File: config.mk
export PLATFORM = sky130hd
export DESIGN_NAME = pc_sequencer
export DESIGN_NICKNAME = d
export VERILOG_FILES = /design/src/rtl/fetch_pkg.sv /design/src/rtl/btn_debounce.sv /design/src/rtl/pc_sequencer.sv
export SDC_FILE = /design/constraint.sdc
export NUM_CORES = 1
export LEC_CHECK = 0
export BUFFER_PORTS_ARGS = -buffer_cell sky130_fd_sc_hd__buf_2
export CAP_MARGIN = 0
export CORE_ASPECT_RATIO = 1.75
export CORE_UTILIZATION = 40
export DETAILED_ROUTE_END_ITERATION = 10
export GPL_TIMING_DRIVEN = 0
export PLACE_DENSITY = 0.7
export SYNTH_ARGS = -nofsm -noshare
export SYNTH_HDL_FRONTEND = slang
export SYNTH_HIERARCHICAL = 1
export SYNTH_SLANG_ARGS = --single-unit
File: constraint.sdc
create_clock -name clock -period 2.2 [get_ports clock]
set_input_delay 0.55 -clock clock [delete_from_list [all_inputs] [get_ports clock]]
set_output_delay 0.55 -clock clock [all_outputs]
set_load 0.02 [all_outputs]
File: src/rtl/fetch_pkg.sv
// Shared types and defaults for the PC sequencer slice: the two-state run/halt
// enum, default parameter values and the test-entry address function.
package fetch_pkg;

  typedef enum logic {
    RUN  = 1'b0,
    HALT = 1'b1
  } state_t;

  localparam int DEF_PC_W         = 16;
  localparam int DEF_N_ENTRY      = 8;
  localparam int DEF_ENTRY_BASE   = 0;
  localparam int DEF_ENTRY_STRIDE = 10;
  localparam int DEF_DEB_CYC      = 4;
  localparam int DEF_CNT_W        = 16;

  // Entry k lives at base + k*stride; out-of-range indices fall back to entry 0.
  // The result is 32 bits wide and the caller keeps the low PC_W bits, which
  // gives the modulo-2^PC_W wrap for any PC_W up to 32.
  function automatic logic [31:0] entry_addr(input logic [31:0] idx,
                                             input logic [31:0] n_entry,
                                             input logic [31:0] base,
                                             input logic [31:0] stride);
    logic [31:0] sel;
    sel = (idx >= n_entry) ? 32'd0 : idx;
    return base + sel * stride;
  endfunction

endpackage

File: src/rtl/btn_debounce.sv
// Push-button conditioner: 2-flop synchroniser, level debouncer that needs
// DEB_CYC identical samples before accepting a new level, and a one-clock
// pulse on the accepted falling edge (button release). Runs on the falling
// clock edge like the rest of the sequencer.
module btn_debounce import fetch_pkg::*; #(
  parameter int DEB_CYC = DEF_DEB_CYC
) (
  input  logic clock,
  input  logic reset,
  input  logic button,
  output logic release_pulse
);

  localparam int CW = (DEB_CYC < 1) ? 1 : $clog2(DEB_CYC + 1);

  logic          sync_1;
  logic          sync_2;
  logic          deb_level;
  logic [CW-1:0] deb_cnt;

  // Bring the raw asynchronous button into the clock domain.
  always_ff @(negedge clock or negedge reset) begin
    if (!reset) begin
      sync_1 <= 1'b0;
      sync_2 <= 1'b0;
    end else begin
      sync_1 <= button;
      sync_2 <= sync_1;
    end
  end

  // Count consecutive samples that differ from the accepted level; accept on
  // the DEB_CYC-th one and flag a release when the accepted level drops.
  always_ff @(negedge clock or negedge reset) begin
    if (!reset) begin
      deb_level     <= 1'b0;
      deb_cnt       <= '0;
      release_pulse <= 1'b0;
    end else begin
      release_pulse <= 1'b0;
      if (sync_2 != deb_level) begin
        if (deb_cnt == CW'(DEB_CYC - 1)) begin
          deb_level     <= sync_2;
          deb_cnt       <= '0;
          release_pulse <= deb_level;
        end else begin
          deb_cnt <= deb_cnt + CW'(1);
        end
      end else begin
        deb_cnt <= '0;
      end
    end
  end

endmodule

File: src/rtl/pc_sequencer.sv
// Program-counter sequencer for the test harness. Holds the PC, counts
// retired advances, halts on ecall and resumes on a debounced button release.
// All state moves on the falling clock edge so the datapath sees a stable pc
// on the rising edge.
module pc_sequencer import fetch_pkg::*; #(
  parameter int PC_W         = DEF_PC_W,
  parameter int N_ENTRY      = DEF_N_ENTRY,
  parameter int ENTRY_BASE   = DEF_ENTRY_BASE,
  parameter int ENTRY_STRIDE = DEF_ENTRY_STRIDE,
  parameter int DEB_CYC      = DEF_DEB_CYC,
  parameter int CNT_W        = DEF_CNT_W,
  localparam int TN_W        = (N_ENTRY > 1) ? $clog2(N_ENTRY) : 1
) (
  input  logic            clock,
  input  logic            reset,
  input  logic            ecall,
  input  logic            continue_button,
  input  logic            pc_change,
  input  logic            stall,
  input  logic [PC_W-1:0] target_pc,
  input  logic [TN_W-1:0] test_number,
  output logic [PC_W-1:0] pc,
  output logic            halted,
  output logic [CNT_W-1:0] instr_count
);

  localparam logic [PC_W-1:0]  BASE_PC = PC_W'(ENTRY_BASE);
  localparam logic [CNT_W-1:0] CNT_MAX = '1;

  state_t           state;
  logic             cont_evt;
  logic [31:0]      entry_full;
  logic [PC_W-1:0]  entry_pc;
  logic [CNT_W-1:0] count_next;

  btn_debounce #(
    .DEB_CYC(DEB_CYC)
  ) u_btn_debounce (
    .clock        (clock),
    .reset        (reset),
    .button       (continue_button),
    .release_pulse(cont_evt)
  );

  // Selected entry address and saturating count increment.
  always_comb begin
    entry_full = entry_addr(32'(test_number), 32'(N_ENTRY),
                            32'(ENTRY_BASE), 32'(ENTRY_STRIDE));
    count_next = (instr_count == CNT_MAX) ? instr_count : instr_count + CNT_W'(1);
  end

  assign entry_pc = entry_full[PC_W-1:0];

  // Upper bits of the 32-bit entry sum are dropped on purpose (PC wraps).
  if (PC_W < 32) begin : g_entry_trim
    logic unused_entry_hi;
    assign unused_entry_hi = ^entry_full[31:PC_W];
  end

  // Run/halt FSM: pc_change wins, then halt handling, stall, ecall, advance.
  always_ff @(negedge clock or negedge reset) begin
    if (!reset) begin
      state       <= RUN;
      halted      <= 1'b0;
      pc          <= BASE_PC;
      instr_count <= '0;
    end else if (pc_change) begin
      state       <= RUN;
      halted      <= 1'b0;
      pc          <= entry_pc;
      instr_count <= '0;
    end else if (state == HALT) begin
      if (cont_evt) begin
        state       <= RUN;
        halted      <= 1'b0;
        pc          <= target_pc;
        instr_count <= count_next;
      end
    end else if (stall) begin
      pc          <= pc;
    end else if (ecall) begin
      state       <= HALT;
      halted      <= 1'b1;
    end else begin
      pc          <= target_pc;
      instr_count <= count_next;
    end
  end

endmodule

==> results of run 1 <==
==> timing repair <==
action	in CTS	in global routing
pin swaps	3	7
cloned	1	1
gates resized for setup	78	29
buffers inserted	21	15
endpoints found under the setup margin	65	65
==> sequential cells by signal, indices dropped and copies added (netlist names) <==
register                      flops
instr_count                      16
pc                               16
u_btn_debounce/deb_cnt            3
halted                            1
state                             1
u_btn_debounce/deb_level          1
u_btn_debounce/release_pulse      1
u_btn_debounce/sync_1             1
u_btn_debounce/sync_2             1
==> power by group <==
group	total (uW)	internal, uW	switching (uW)	leakage (uW)
Combinational	501	253	248	0.000996
Sequential	889	835	54.5	0.000539
Clock	643	369	274	0.0000574
==> layer usage <==
layer | vias up | GRT usage (%) | routed length (um)
met2 | 56 | 36.0 | 2950
met5 | - | 0 | 0
li1 | 916 | - | -
met1 | 900 | 23.8 | 2020
met4 | 0 | 8.96 | 103
met3 | 9 | 4.15 | 190
==> path summary, 6_finish.rpt <==
check                      slack (ns)               endpoint             startpoint  cells after the start
setup / recovery                -0.39         instr_count[9]              pc_change                      7
hold / removal                   0.30  u_btn_debounce/sync_2  u_btn_debounce/sync_1                      0
setup reg to reg                -0.10         instr_count[1]         instr_count[0]                      7
hold reg to reg                  0.30  u_btn_debounce/sync_2  u_btn_debounce/sync_1                      0
max in group asynchronous        0.22         instr_count[4]                  reset                      1
min in group asynchronous        1.37                  pc[8]                  reset                      1
==> worst reg2reg max path: cells and delay by family, from the launching register on <==
family                   cells  cell delay (ns)
AND/OR/NAND/NOR              1             0.29
adder cells (fa/ha/maj)      1             0.26
flip-flops                   1             0.44
AO/OA/AOI/OAI                2             0.70
buffers and inverters        3             0.47
==> placed cells by master (no fill, tap or decap), types with 4 or more instances in the layout <==
cell,n
o21ai_1,6
a21o_1,4
mux2i_1,6
a21oi_1,11
nand2_2,7
o21ai_0,5
dfrtn_1,41
nor3_1,7
buf_4,34
nand3_1,16
buf_6,37
clkbuf_8,6
buf_2,24
nand2_1,38
o21ai_2,5
or4_1,4
==> layout make-up <==
class,count,area share [%]
inverter,3,0.358
tap,52,2.07
timing repair buffer,94,25.9
multi-input combinational,147,32.3
sequential,41,32.6
clock inverter,2,1.19
clock buffer,6,2.62
buffer,9,2.94
==> logic make-up (layout without fill, tap and decap cells) <==
family	after synthesis	after routing	synth area share (%)
DFF	41	41	51.9
muxes	7	7	3.61
buffers and inverters	13	114	3.04
and+or+nand+nor	90	90	23.8
adders and majority gates	5	5	3.16
xor gates and xnor gates	2	2	0.886
AOI/OAI and AO/OA	43	43	13.7
==> through the flow <==
step | power [uW] | area [sq um] | util, %
floorplan | 1120 | 2040 | -
finish | 2030 | 3150 | 66.9
global placement | 1240 | 2390 | 50.8
global route | 2120 | 3150 | 66.9
CTS | 2000 | 2930 | 62.2
detailed placement | 1250 | 2390 | 50.8
==> reports/results.tsv, run 1 <==
stage	metric	value	unit
synthesis	ys_ff_latch	41	
synthesis	syn-cell-area	1980	sq um
routing	ant_nets	0	
synthesis	synthTopCellsByCount	nand2_1, dfrtn_1, nand3_1	
routing	drt_wl_total	5270	um
place	dp_cells	309	
place	detailed_place_hpwl	3260	um
synthesis	synth.avg_cell_area	9.84	sq um
worst_setup_path	crit_arrival	1.64	ns
synthesis	ys_warn_count	6	
clock_network	path_clk_slew	0.06	ns
floorplan	ios	58	
clock_network	clock_latency	0.30	ns
synthesis	postSynthCellCount	201	
clock_network	postCtsHoldBufs	0	
place	gp_congestion	0.762	
timing	fin_tns_setup	-19.60	ns
global_route	grt-ovfl-total	0	
routing	first_iter_violations	61	
routing	post_drt_wl_per_cell	14.9	um
floorplan	rows	33	
synthesis	synthDistinctLibCells	36	
routing	drt_pass1_iterations	4	
synthesis	synth_area_leaders	dfrtn_1, nand2_1, nand3_1, a21oi_1, ha_1	
place	io_buffers	56	
layout	fin_cells	354	
power	vdd_drop_max	0.000617	V
place	dp_slack	-0.696	ns
worst_setup_path	crit_slowest_cell	o31a_1	
layout	fillers	383	
floorplan	die_area	5240	sq um
run_status	violations	negative setup slack	
layout	fin_nets	331	
routing	via_per_inst	5.31	
timing	finClkSkew	0.00887	ns
global_route	antenna_found_initial	0	
worst_setup_path	cp_cell_sequence	buf_12 -> a21oi_4 -> o31a_1 -> buf_6 -> nor4_2 -> a31oi_1 -> nand2_1	
worst_setup_path	worstSetupPathType	in -> reg	
timing	rsz0062_at_grt	true	
clock_network	tritoncts	done	
worst_setup_path	crit_path_max_incr_delay	0.36	ns
clock_network	cts_buffer_depth	2	
global_route	grt_pass1_vias	1726	
layout	regArea	1030	sq um
global_route	grt_use_total	20.9	%
worst_setup_path	cp-end-kind	flip-flop	
synthesis	yosysSeqAreaShare	51.9	%
timing	fin_ws	-0.388	ns
timing	slew_violations	0	
synthesis	synthArstFlopShare	100	%
power	leakage	0.00159	uW
synthesis	synth_top_area_share	51.9	%
synthesis	yosysMostFrequentCell	nand2_1	
timing	timing.hold.ws	0.301	ns
hold_path	hold_path_class	reg -> reg	
timing	setup_violations	65	
timing	worst_pin_slew	0.926	ns
timing	finalHoldViolCount	0	
layout	antenna_cells	0	
worst_setup_path	start_kind	input port	
layout	area_growth	59.1	%
global_route	grt_max_degree	42	
worst_setup_path	crit_buf_inv	2	
synthesis	synth-edff-count	0	
run_status	status	complete, but fails checks	
layout	multi_input_area	1020	sq um
power	power_density	646	nW/um^2
layout	drive_gt1_share	47.0	%
worst_setup_path	crit_family	compound AO/OA/AOI/OAI gates	
synthesis	synth-main-ff-cell	dfrtn_1	
clock_network	cts_root_buf	clkbuf_8	
floorplan	core	4710	sq um
routing	via_count	1881	
timing	slew-limit-headroom	38.2	%
synthesis	syn_nets	231	
clock_network	cts_num_sinks	41	
floorplan	die_h	95.0	um
floorplan	die_w	55.2	um
floorplan	initial_core_util	42.0	%
flow_run	drv_cap	0	
worst_setup_path	crit_required	1.25	ns
worst_setup_path	path_max_fanout	8	
global_route	grt_pass1_wl	7840	um
clock_network	htree_levels	2	
routing	route.detailed.drc	0	
clock_network	cts_made_buffers	5	
synthesis	synth_top_cell_by_area	dfrtn_1	
No activity file was read; power rests on OpenSTA's default activity.
==> run 2, diff against run 1 <==
CELL_PAD_IN_SITES_DETAIL_PLACEMENT = 1   (was default)
CELL_PAD_IN_SITES_GLOBAL_PLACEMENT = 1   (was default)
CORE_UTILIZATION = 38   (was 40)
PLACE_DENSITY = 0.84   (was 0.7)
SETUP_SLACK_MARGIN = 0.02   (was default)
==> reports/results.tsv, run 2 (same netlist as run 1, synthesis figures left out) <==
stage	metric	value	unit	change
routing	first_iter_violations	81		+33%
floorplan	rows	34		+3.0%
worst_setup_path	r2r_start	instr_count[4]		
layout	antenna_cells	0		unchanged
floorplan	die_area	5510	sq um	+5.1%
layout	mostFrequentLayoutCells	buf_4, dfrtn_1, buf_6		
place	io_buffers	56		unchanged
layout	fin_nets	345		+4.2%
place	detailed_place_hpwl	3730	um	+15%
place	dp_slack	-0.750	ns	-0.0540 ns
clock_network	cts_buffer_depth	2		unchanged
power	vdd_drop_max	0.000790	V	+28%
layout	fillers	552		+44%
layout	final_common_cell	buf_4		
floorplan	die_w	56.5	um	+2.5%
timing	slew_violations	0		unchanged
floorplan	core	4980	sq um	+5.7%
worst_setup_path	worstSetupPathType	in -> reg		
timing	finalHoldViolCount	0		unchanged
clock_network	clock_latency	0.30	ns	about the same
timing	timing.hold.ws	0.305	ns	+0.00356 ns
power	netSwitchingPower	635	uW	+10%
clock_network	path_clk_slew	0.06	ns	about the same
run_status	violations	negative setup slack		
power	power_density	607	nW/um^2	-6.1%
routing	ant_nets	0		unchanged
worst_setup_path	crit_start	ecall		
timing	rsz0062_at_grt	true		
layout	largestRegisters	instr_count x16, pc x16, u_btn_debounce/deb_cnt x3		
power	clkPwrFrac	25.8	%	-5.8 points
clock_network	tritoncts	done		
power	sequentialPowerShare	45.2	%	+1.5 points
timing	worst_pin_slew	0.973	ns	+0.0466 ns
worst_setup_path	crit_slowest_cell	nor4_1		
worst_setup_path	crit_arrival	1.97	ns	+0.33 ns
hold_path	hold_path_class	reg -> reg		
place	gp_congestion	0.730		-4.2%
clock_network	cts_num_sinks	41		unchanged
worst_setup_path	crit_family	simple AND/OR/NAND/NOR gates		
worst_setup_path	r2r_slack	-0.23	ns	-0.13 ns
global_route	grt_use_total	24.9	%	+4.0 points
floorplan	die_h	97.4	um	+2.5%
routing	drt_pass1_iterations	4		unchanged
hold_path	hold_depth	0		unchanged
power	power_frac_comb	29.0	%	+4.4 points
layout	area_growth	64.2	%	
floorplan	ios	58		unchanged
routing	post_drt_wl_per_cell	22.0	um	+48%
routing	via_per_inst	5.73		+7.9%
hold_path	hold_start	u_btn_debounce/sync_1		
worst_setup_path	cp-end-kind	flip-flop		
clock_network	cts_made_buffers	5		unchanged
flow_run	drv_cap	0		unchanged
routing	drt_wl_total	8150	um	+55%
worst_setup_path	timing.rr.end	instr_count[4]		
clock_network	cts_root_buf	clkbuf_8		
timing	finClkSkew	0.00535	ns	-0.00352 ns
global_route	grt_max_degree	42		unchanged
timing	slew-limit-headroom	35.1	%	-3.1 points
global_route	grt-ovfl-total	0		unchanged
worst_setup_path	crit_path_max_incr_delay	0.48	ns	+0.12 ns
global_route	antenna_found_initial	0		unchanged
timing	fin_ws	-0.535	ns	-0.147 ns
worst_setup_path	crit_buf_inv	2		unchanged
worst_setup_path	path_max_fanout	8		unchanged
clock_network	htree_levels	2		unchanged
floorplan	initial_core_util	39.7	%	-2.3 points
routing	via_count	2121		+13%
worst_setup_path	crit_cells	6		-1
run_status	status	complete, but fails checks		
timing	setup_violations	65		unchanged
worst_setup_path	start_kind	input port		
global_route	grt_pass1_wl	10400	um	+33%
worst_setup_path	cp_cell_sequence	buf_8 -> o31a_4 -> buf_6 -> nor4_1 -> a31oi_1 -> nand2_1		
routing	route.detailed.drc	0		unchanged
hold_path	hold_path_end	u_btn_debounce/sync_2		
worst_setup_path	crit_required	1.44	ns	+0.19 ns
power	p_sw_share	32.2	%	+3.8 points
power	p_int	1340	uW	-8.2%
power	leakage	0.00168	uW	+5.2%
worst_setup_path	r2r_cells	9		+2
clock_network	postCtsHoldBufs	0		unchanged
layout	drive_gt1_share	50.9	%	+3.9 points
global_route	grt_pass1_vias	2147		+24%
## run 2: changes by cell type in the layout (fill, tap and decap cells not counted), sizes merged
cell | previous run | this run
buf | 98 | 114
bufinv | 1 | 0
clkbuf | 11 | 9
clkinv | 0 | 2
clkinvlp | 1 | 0
## run 2: cell type report
type	instances	area, sq um	share of cell area, %
Multi-Input combinational cell	147	1050	32.2
Sequential cell	41	1030	31.6
Timing Repair Buffer	109	942	29.0
Clock buffer	6	72.6	2.23
Buffer	8	71.3	2.20
Tap cell	54	67.6	2.08
Inverter	3	11.3	0.347
Clock inverter	2	10.0	0.308
## run 2: metal layers
metal	global-route usage, %	vias to the layer above	routed length (um)
met5	0	-	0
met1	26.1	1089	3210
met4	8.07	0	245
met2	47.5	67	4450
met3	4.93	23	243
li1	-	942	-
## run 2: worst register-to-register path: cells and delay by family, from the launching register on
family                 cells  cell delay (ns)
buffers and inverters      4             0.61
DFF                        1             0.44
AOI/OAI and AO/OA          1             0.66
and+or+nand+nor            4             0.74
## run 2: worst max-delay path by stage
stage	end	slack [ns]
3_5_place_dp	instr_count[3]	-0.75
5_1_grt	instr_count[4]	-0.50
4_1_cts	instr_count[15]	-0.37
2_1_floorplan	instr_count[4]	-0.49
6_report	instr_count[4]	-0.53
3_3_place_gp	instr_count[8]	-0.69
## run 2: what timing repair did
action                     CTS  global route
pin swaps                   10            11
setup endpoints to repair   65            65
setup buffers               33            18
cloned                       1             2
resized for setup           87            36
## run 2: per-stage QoR
step	TNS (ns)	total power [uW]	cell area [sq um]	util (%)	std cells
6_report	-20.27	1970	3250	65.3	370
3_5_place_dp	-30.56	1260	2390	48.1	311
4_1_cts	-19.40	1870	2990	60.2	353
3_3_place_gp	-29.16	1240	2390	48.1	311
2_1_floorplan	-13.28	1120	2040	-	201
5_1_grt	-21.60	2030	3250	65.3	370
## run 2: power groups by stage
stage	Clock, uW	Sequential, uW	Combinational, uW
6_report	508	892	572
5_1_grt	529	901	604
4_1_cts	495	887	486
3_5_place_dp	0	900	365
3_3_place_gp	0	895	345
2_1_floorplan	0	947	175
